<file path="config.mk">
export PLATFORM = sky130hd
export DESIGN_NAME = hvac_actuator_ctrl
export DESIGN_NICKNAME = d
export VERILOG_FILES = /design/src/rtl/hvac_actuator_ctrl.sv
export SDC_FILE = /design/constraint.sdc
export NUM_CORES = 1
export LEC_CHECK = 0
export BUFFER_PORTS_ARGS = -buffer_cell sky130_fd_sc_hd__clkbuf_2
export CAP_MARGIN = 20
export CORE_ASPECT_RATIO = 0.7
export CORE_MARGIN = 5
export CORE_UTILIZATION = 45
export CTS_CLUSTER_DIAMETER = 50
export DETAILED_ROUTE_END_ITERATION = 10
export PLACE_DENSITY_LB_ADDON = 0.12
export RECOVER_POWER = 100
export SKIP_CTS_REPAIR_TIMING = 1
export SYNTH_ARGS = -nofsm -noshare
export SYNTH_HDL_FRONTEND = slang
export SYNTH_SLANG_ARGS = --single-unit
</file>
<file path="constraint.sdc">
create_clock -name clk -period 1.65 [get_ports clk]
set_input_delay 0.33 -clock clk [delete_from_list [all_inputs] [get_ports clk]]
set_output_delay 0.33 -clock clk [all_outputs]
set_load 0.005 [all_outputs]
</file>
<file path="src/rtl/hvac_actuator_ctrl.sv">
// Actuator sequencer: fan lead/trail purge, minimum on/off timing and heat/cool interlock.
// Optional RUN-entry counter enabled by defining HVAC_START_CNT_EN.
module hvac_actuator_ctrl #(
    parameter int MIN_ON_CYC    = 8,
    parameter int MIN_OFF_CYC   = 6,
    parameter int FAN_LEAD_CYC  = 2,
    parameter int FAN_TRAIL_CYC = 4,
    parameter int CNT_W         = 8
) (
    input  logic        clk,
    input  logic        reset,
    input  logic        heat,
    input  logic        cool,
    output logic        heater_on,
    output logic        compressor_on,
    output logic        fan_on,
    output logic        fault,
    output logic [2:0]  state
`ifdef HVAC_START_CNT_EN
    ,
    output logic [15:0] start_count
`endif
);

    typedef enum logic [2:0] {
        ST_IDLE  = 3'd0,
        ST_LEAD  = 3'd1,
        ST_RUN   = 3'd2,
        ST_TRAIL = 3'd3,
        ST_HOLD  = 3'd4
    } state_t;

    localparam logic MODE_HEAT = 1'b0;
    localparam logic MODE_COOL = 1'b1;

    localparam logic [CNT_W-1:0] CNT_ZERO_C   = CNT_W'(0);
    localparam logic [CNT_W-1:0] CNT_ONE_C    = CNT_W'(1);
    localparam logic [CNT_W-1:0] LEAD_LAST_C  = CNT_W'(FAN_LEAD_CYC - 1);
    localparam logic [CNT_W-1:0] ON_LAST_C    = CNT_W'(MIN_ON_CYC - 1);
    localparam logic [CNT_W-1:0] ON_SAT_C     = CNT_W'(MIN_ON_CYC);
    localparam logic [CNT_W-1:0] TRAIL_LAST_C = CNT_W'(FAN_TRAIL_CYC - 1);
    localparam logic [CNT_W-1:0] OFF_LAST_C   = CNT_W'(MIN_OFF_CYC - 1);

    state_t           state_r;
    state_t           state_nxt_s;
    logic [CNT_W-1:0] cnt_r;
    logic             mode_r;
    logic             mode_nxt_s;
    logic             valid_req_s;
    logic             mode_req_s;

    // Both requests high is treated as no request; mode request is the one matching the latched mode.
    assign valid_req_s = heat ^ cool;
    assign mode_req_s  = (mode_r == MODE_COOL) ? (cool & ~heat) : (heat & ~cool);

    // Next-state and next-mode decision.
    always_comb begin
        state_nxt_s = state_r;
        mode_nxt_s  = mode_r;
        case (state_r)
            ST_IDLE: begin
                if (valid_req_s) begin
                    state_nxt_s = ST_LEAD;
                    mode_nxt_s  = cool ? MODE_COOL : MODE_HEAT;
                end else begin
                    state_nxt_s = ST_IDLE;
                end
            end
            ST_LEAD: begin
                if (cnt_r == LEAD_LAST_C) begin
                    state_nxt_s = ST_RUN;
                end else begin
                    state_nxt_s = ST_LEAD;
                end
            end
            ST_RUN: begin
                if (!mode_req_s && (cnt_r >= ON_LAST_C)) begin
                    state_nxt_s = ST_TRAIL;
                end else begin
                    state_nxt_s = ST_RUN;
                end
            end
            ST_TRAIL: begin
                if (cnt_r == TRAIL_LAST_C) begin
                    state_nxt_s = ST_HOLD;
                end else begin
                    state_nxt_s = ST_TRAIL;
                end
            end
            ST_HOLD: begin
                if (cnt_r == OFF_LAST_C) begin
                    state_nxt_s = ST_IDLE;
                end else begin
                    state_nxt_s = ST_HOLD;
                end
            end
            default: begin
                state_nxt_s = ST_IDLE;
                mode_nxt_s  = MODE_HEAT;
            end
        endcase
    end

    // State, phase counter, mode latch and drives decoded from the state being entered.
    always_ff @(posedge clk or posedge reset) begin
        if (reset) begin
            state_r       <= ST_IDLE;
            cnt_r         <= CNT_ZERO_C;
            mode_r        <= MODE_HEAT;
            fan_on        <= 1'b0;
            heater_on     <= 1'b0;
            compressor_on <= 1'b0;
            fault         <= 1'b0;
        end else begin
            state_r <= state_nxt_s;
            mode_r  <= mode_nxt_s;
            fault   <= heat & cool;
            if (state_nxt_s != state_r) begin
                cnt_r <= CNT_ZERO_C;
            end else if (state_r == ST_IDLE) begin
                cnt_r <= CNT_ZERO_C;
            end else if ((state_r == ST_RUN) && (cnt_r == ON_SAT_C)) begin
                cnt_r <= cnt_r;
            end else begin
                cnt_r <= cnt_r + CNT_ONE_C;
            end
            fan_on        <= (state_nxt_s == ST_LEAD) || (state_nxt_s == ST_RUN) ||
                             (state_nxt_s == ST_TRAIL);
            heater_on     <= (state_nxt_s == ST_RUN) && (mode_nxt_s == MODE_HEAT);
            compressor_on <= (state_nxt_s == ST_RUN) && (mode_nxt_s == MODE_COOL);
        end
    end

    assign state = state_r;

`ifdef HVAC_START_CNT_EN
    logic [15:0] start_cnt_r;

    // Saturating count of LEAD-to-RUN transitions.
    always_ff @(posedge clk or posedge reset) begin
        if (reset) begin
            start_cnt_r <= 16'h0000;
        end else if ((state_r == ST_LEAD) && (state_nxt_s == ST_RUN) &&
                     (start_cnt_r != 16'hFFFF)) begin
            start_cnt_r <= start_cnt_r + 16'h0001;
        end else begin
            start_cnt_r <= start_cnt_r;
        end
    end

    assign start_count = start_cnt_r;
`endif

endmodule

</file>
== After elaboration in Yosys (flattened, before gate mapping) ==
Index checks and enable logic that the tools add are counted.

* Register bits after elaboration: 16
* Input bits: 4
* Output and inout port bits: 7

* $add $sub $neg: 1
* $lt $le $gt $ge: 1
* Equal/unequal tests: 13
* Mux-type cells: 13
* Bitwise gates (word level): 7
* Reductions and logical operators: 9

{| class="wikitable"
|+ Operators with widths
! kind !! number
|-
| $mux W8 || 3
|-
| $pmux W3 S5 || 1
|-
| $eq A3 B2 Y1 const B || 4
|-
| $add A8 B1 Y8 const B || 1
|-
| $eq A8 B1 Y1 const B || 1
|-
| $eq A8 B2 Y1 const B || 1
|-
| $eq A8 B3 Y1 const B || 1
|-
| $eq A8 B4 Y1 const B || 1
|-
| $ge A8 B3 Y1 const B || 1
|-
| $eq A3 B1 Y1 const B || 2
|-
| $mux W3 || 2
|-
| $mux W1 || 5
|-
| $logic_and A1 B1 Y1 || 4
|-
| $reduce_or A4 Y1 || 1
|-
| $and A1 B1 Y1 || 3
|-
| $eq A3 B3 Y1 const B || 1
|-
| $logic_not A3 Y1 || 1
|-
| $ne A3 B3 Y1 || 1
|-
| $ne A3 B3 Y1 const B || 1
|-
| $not A1 Y1 || 3
|-
| $logic_or A1 B1 Y1 || 2
|-
| $mux W2 || 1
|-
| $pmux W1 S2 || 1
|-
| $logic_not A1 Y1 || 1
|-
| $xor A1 B1 Y1 || 1
|}

== Longest topological paths before layout ==
* Depth in word-level cells: 10
* Mapped depth: 6
* Depth with buffers taken out: 6

== Worst setup path after synthesis ==
Ideal clock, no wire load.

* Kind: reg-to-reg
* From: reg cnt_r[0]
* To: reg cnt_r[0]
* Setup time: 0.144 ns
* Data arrival time: 1.633 ns
* Required time: 1.506 ns
* Slack: -0.127 ns
* Cell stages (with the launch flop): 6
* Buffers on the path: 0
* Path through: dfrtp_1 ha_1 nor4b_1 o21ai_0 a211oi_2 nor3_1

* Cells in the longest elaborated chain, start to end: 6
* Elaborated cells on any way between the ends: 18
* Those cells by class: add/sub (1); order compare (1); eq/ne (6); mux (8); reduce/logical (2)

{| class="wikitable"
|+ RTL lines
! item !! line !! text
|-
| from (decl) || 46 || <nowiki>logic [CNT_W-1:0] cnt_r;</nowiki>
|-
| from (signal assigned) || 123 || <nowiki>cnt_r <= cnt_r;</nowiki>
|-
| from (signal assigned) || 125 || <nowiki>cnt_r <= cnt_r + CNT_ONE_C;</nowiki>
|-
| $ge A8 B3 Y1 || 77 || <nowiki>if (!mode_req_s && (cnt_r >= ON_LAST_C)) begin</nowiki>
|-
| $logic_and A1 B1 Y1 || 77 ||
|-
| $mux W1 || 77 ||
|-
| $pmux W3 S5 || 60 || <nowiki>case (state_r)</nowiki>
|-
| $ne A3 B3 Y1 || 118 || <nowiki>if (state_nxt_s != state_r) begin</nowiki>
|-
| $ne A3 B3 Y1 (no line) / $mux W8 (equally long branches) || -- ||
|}

Parallel ways exist; a longest one is shown, timed or not. The select of a mux whose other input is x is not followed.
A chain may end at the register's enable or synchronous reset.

== Worst setup path in the final report ==
* From: reg cnt_r[7]
* To: reg fan_on

* Cells in the longest elaborated chain, start to end: 7
* Elaborated cells on any way between the ends: 15
* Those cells by class: order compare (1); eq/ne (6); mux (5); reduce/logical (3)

{| class="wikitable"
|+ RTL lines
! item !! line !! text
|-
| $ge A8 B3 Y1 || 77 ||
|-
| $logic_and A1 B1 Y1 || 77 ||
|-
| $mux W1 || 77 ||
|-
| $pmux W3 S5 (*) || 60 ||
|-
| $eq A3 B1 Y1 / $eq A3 B2 Y1 (equally long branches) || 127 || <nowiki>fan_on <= (state_nxt_s == ST_LEAD) || (state_nxt_s == ST_RUN) ||</nowiki>
|-
| $logic_or A1 B1 Y1 || 127 ||
|-
| $logic_or A1 B1 Y1 (*) || 127 ||
|-
| to (signal assigned) || 127 ||
|-
| to (decl) || 16 || <nowiki>output logic fan_on,</nowiki>
|}

Mark *: on every way between the ends. The rest lies on a longest branch, timed or not.

==> results.ini <==
[logic_synthesis]
yosys_warnings = 0
synthArstFlopShare_pct = 100
synth_seq_cells = 16
synth_nets = 116
synthCells = 106
ys_seq_area_share_pct = 38.3
yosysTopAreaCellShare_pct = 38.3
synth_area_per_cell_um2 = 9.86
yosysUniqueCellTypes = 40
syn-cell-area_um2 = 1040
synth_edf_count = 0
synth_area_leader_cell = dfrtp_1
ys.flop_type = dfrtp_1
netlist_top_cells_area = dfrtp_1 (38%), ha_1 (7.2%), nor3_1 (5.3%)

[timing]
finalHoldViolCount = 0
timing.hold.ws_ns = 0.0903
fin_ws_ns = -0.171
clock_skew_ns = 0.00413
min_period_over_period_pct = 110
worst_pin_slew_ns = 0.648
slew_headroom_pct = 56.8
tns_ns = -1.49
setup_viol = 12
post-route-min-period_ns = 1.82
slew_violations = 0
grt_setup_unrepaired = true
fmax_ghz = 0.549

[global_routing]
use_met2_pct = 22.6
met3_usage_pct = 4.69
grt_pass1_vias = 940
grtUsageMet1_pct = 25.7
grt_overflow = 0
grt_max_degree = 17
grt_use_total_pct = 16.9
grt.busiest_layer = met1
grt_first_pass_wirelength_mm = 4.35
grt_antenna_before_repair = 0

[worst_setup_path]
cp.arrival_ns = 1.98
cp_cell_sequence = buf_4, nor4_4, nand4_1, o211ai_2, or4b_1
regToRegEndpoint = fan_on
startpoint_type = register
crit_type = reg -> reg
slowest_delay_ns = 0.48
end_kind = register
r2r_slack_ns = -0.17
rr_worst_depth = 5
critPathSlowestCell = or4b_1
required_ns = 1.81
path_max_fanout = 4
reg2reg_from = cnt_r[7]

[final_layout]
area_delta_synth_final_pct = 36.9
layout.nets = 156
drive_gt1_share_pct = 41.0
most-common-layout-cells = buf_4 (27), dfrtp_1 (16), nor3_1 (10)
layout_commonest_cell = buf_4
fin_area_um2 = 1430
antennaDiodeCount = 0
nFillCells = 188
instances_no_fill = 176

[power_and_ir_drop]
peakVddDrop_v = 0.000954
leakagePower_uw = 0.000641
p_total_uw = 2080
power_density_nw_per_um2 = 1460

[clock_network]
clock_sinks = 16
root_buffer = clkbuf_4
clk_latency_ns = 0.29
clkSlewWorstSetupHoldPaths_ns = 0.09
numCtsBuffers = 3
cts_tree = done
cts_htree_levels = 1
cts_buffer_depth = 2

[route]
drc = 0
drt-initial-drc-count = 32
postRouteAntennaNets = 0
viasPerCell = 5.44
vias = 958
first_pass_iters = 4
drt_wl_total_mm = 2.58
routedWlPerCell_um = 14.6

[floorplan]
initial_utilization_pct = 47.7
die_w_um = 67.6
die_h_um = 50.3
rows = 14
die_area_um2 = 3400
num_io_pins = 11
core_um2 = 2190

[worst_hold_path]
hold_class = in -> async

[status]
violations = setup timing
outcome = finished with violations

[placed_design]
port_buffers = 10
post-dp-hpwl_mm = 1.88
dpl_cell_area_um2 = 1350
dp_cells = 171
gp_congestion = 0.857

[run]
timing.max_cap.violations = 0

-- cells by family after synthesis --
kind of cell | Yosys count | share of synthesized area (%)
and+or+nand+nor | 41 | 25.9
AOI/OAI and AO/OA | 20 | 15.7
DFF | 16 | 38.3
buffers and inverters | 15 | 5.75
adders and majority gates | 6 | 7.19
xor gates and xnor gates | 5 | 4.19
muxes | 3 | 2.99
-- worst max path at each step --
stage / slack [ns] / end / cells after the start / from
finish: -0.17 / fan_on / 5 / cnt_r[7]
global route: -0.23 / cnt_r[5] / 5 / cnt_r[7]
CTS: -0.19 / cnt_r[5] / 6 / cnt_r[1]
detailed placement: -0.17 / cnt_r[5] / 8 / heat
global placement: -0.15 / cnt_r[5] / 8 / heat
floorplan: -0.05 / fan_on / 4 / cnt_r[4]
-- state kept, by name, indices dropped and copies added, names as in the netlist --
name,flops
cnt_r,8
state,3
compressor_on,1
fan_on,1
fault,1
heater_on,1
mode_r,1
-- power breakdown --
group          internal, µW  leakage [µW]  switching (µW)  total, µW
registers               498      0.000208             108        606
logic                   622      0.000419             642       1260
clock network          85.0     0.0000138             127        212
total                  1210      0.000641             877       2080
-- critical path: cells and delay by family (launching register included) --
family	cells	cell delay [ns]
and+or+nand+nor	3	0.98
DFF	1	0.40
buffers and inverters	1	0.15
AOI/OAI and AO/OA	1	0.16
-- layout make-up --
type / instances / area, µm² / area share, %
clock buffers: 3 / 22.5 / 1.57
well taps: 32 / 40.0 / 2.80
flip-flops and latches: 16 / 400 / 28.0
multi-input cells: 75 / 669 / 46.8
repair buffers: 40 / 260 / 18.2
inverters: 10 / 37.5 / 2.62
-- per-stage QoR --
stage	utilization [%]	worst slack (ns)
floorplan	-	-0.0550
detailed placement	61.4	-0.169
finish	65.3	-0.171
global route	65.3	-0.235
CTS	62.5	-0.192
global placement	61.4	-0.154
-- Yosys cell counts (2+ instances only) --
cell,n
buf_2,3
clkbuf_1,2
o21ai_0,2
a21oi_1,3
nand2b_1,2
xnor2_1,2
nor4_2,4
nor2b_1,3
ha_1,6
nand2_1,3
nor2_1,4
and3_1,2
a31oi_1,4
mux2i_1,2
nor3_1,11
inv_1,9
dfrtp_1,16
xor2_1,3
nand3_1,4
-- per-layer routing --
| metal | share of wire [%] | wire [µm] |
|---|---|---|
| met4 | 1.2 | 31 |
| met3 | 4.1 | 106 |
| met1 | 52 | 1340 |
| met5 | 0 | 0 |
| met2 | 42 | 1090 |
No activity file was read; power rests on OpenSTA's default activity.
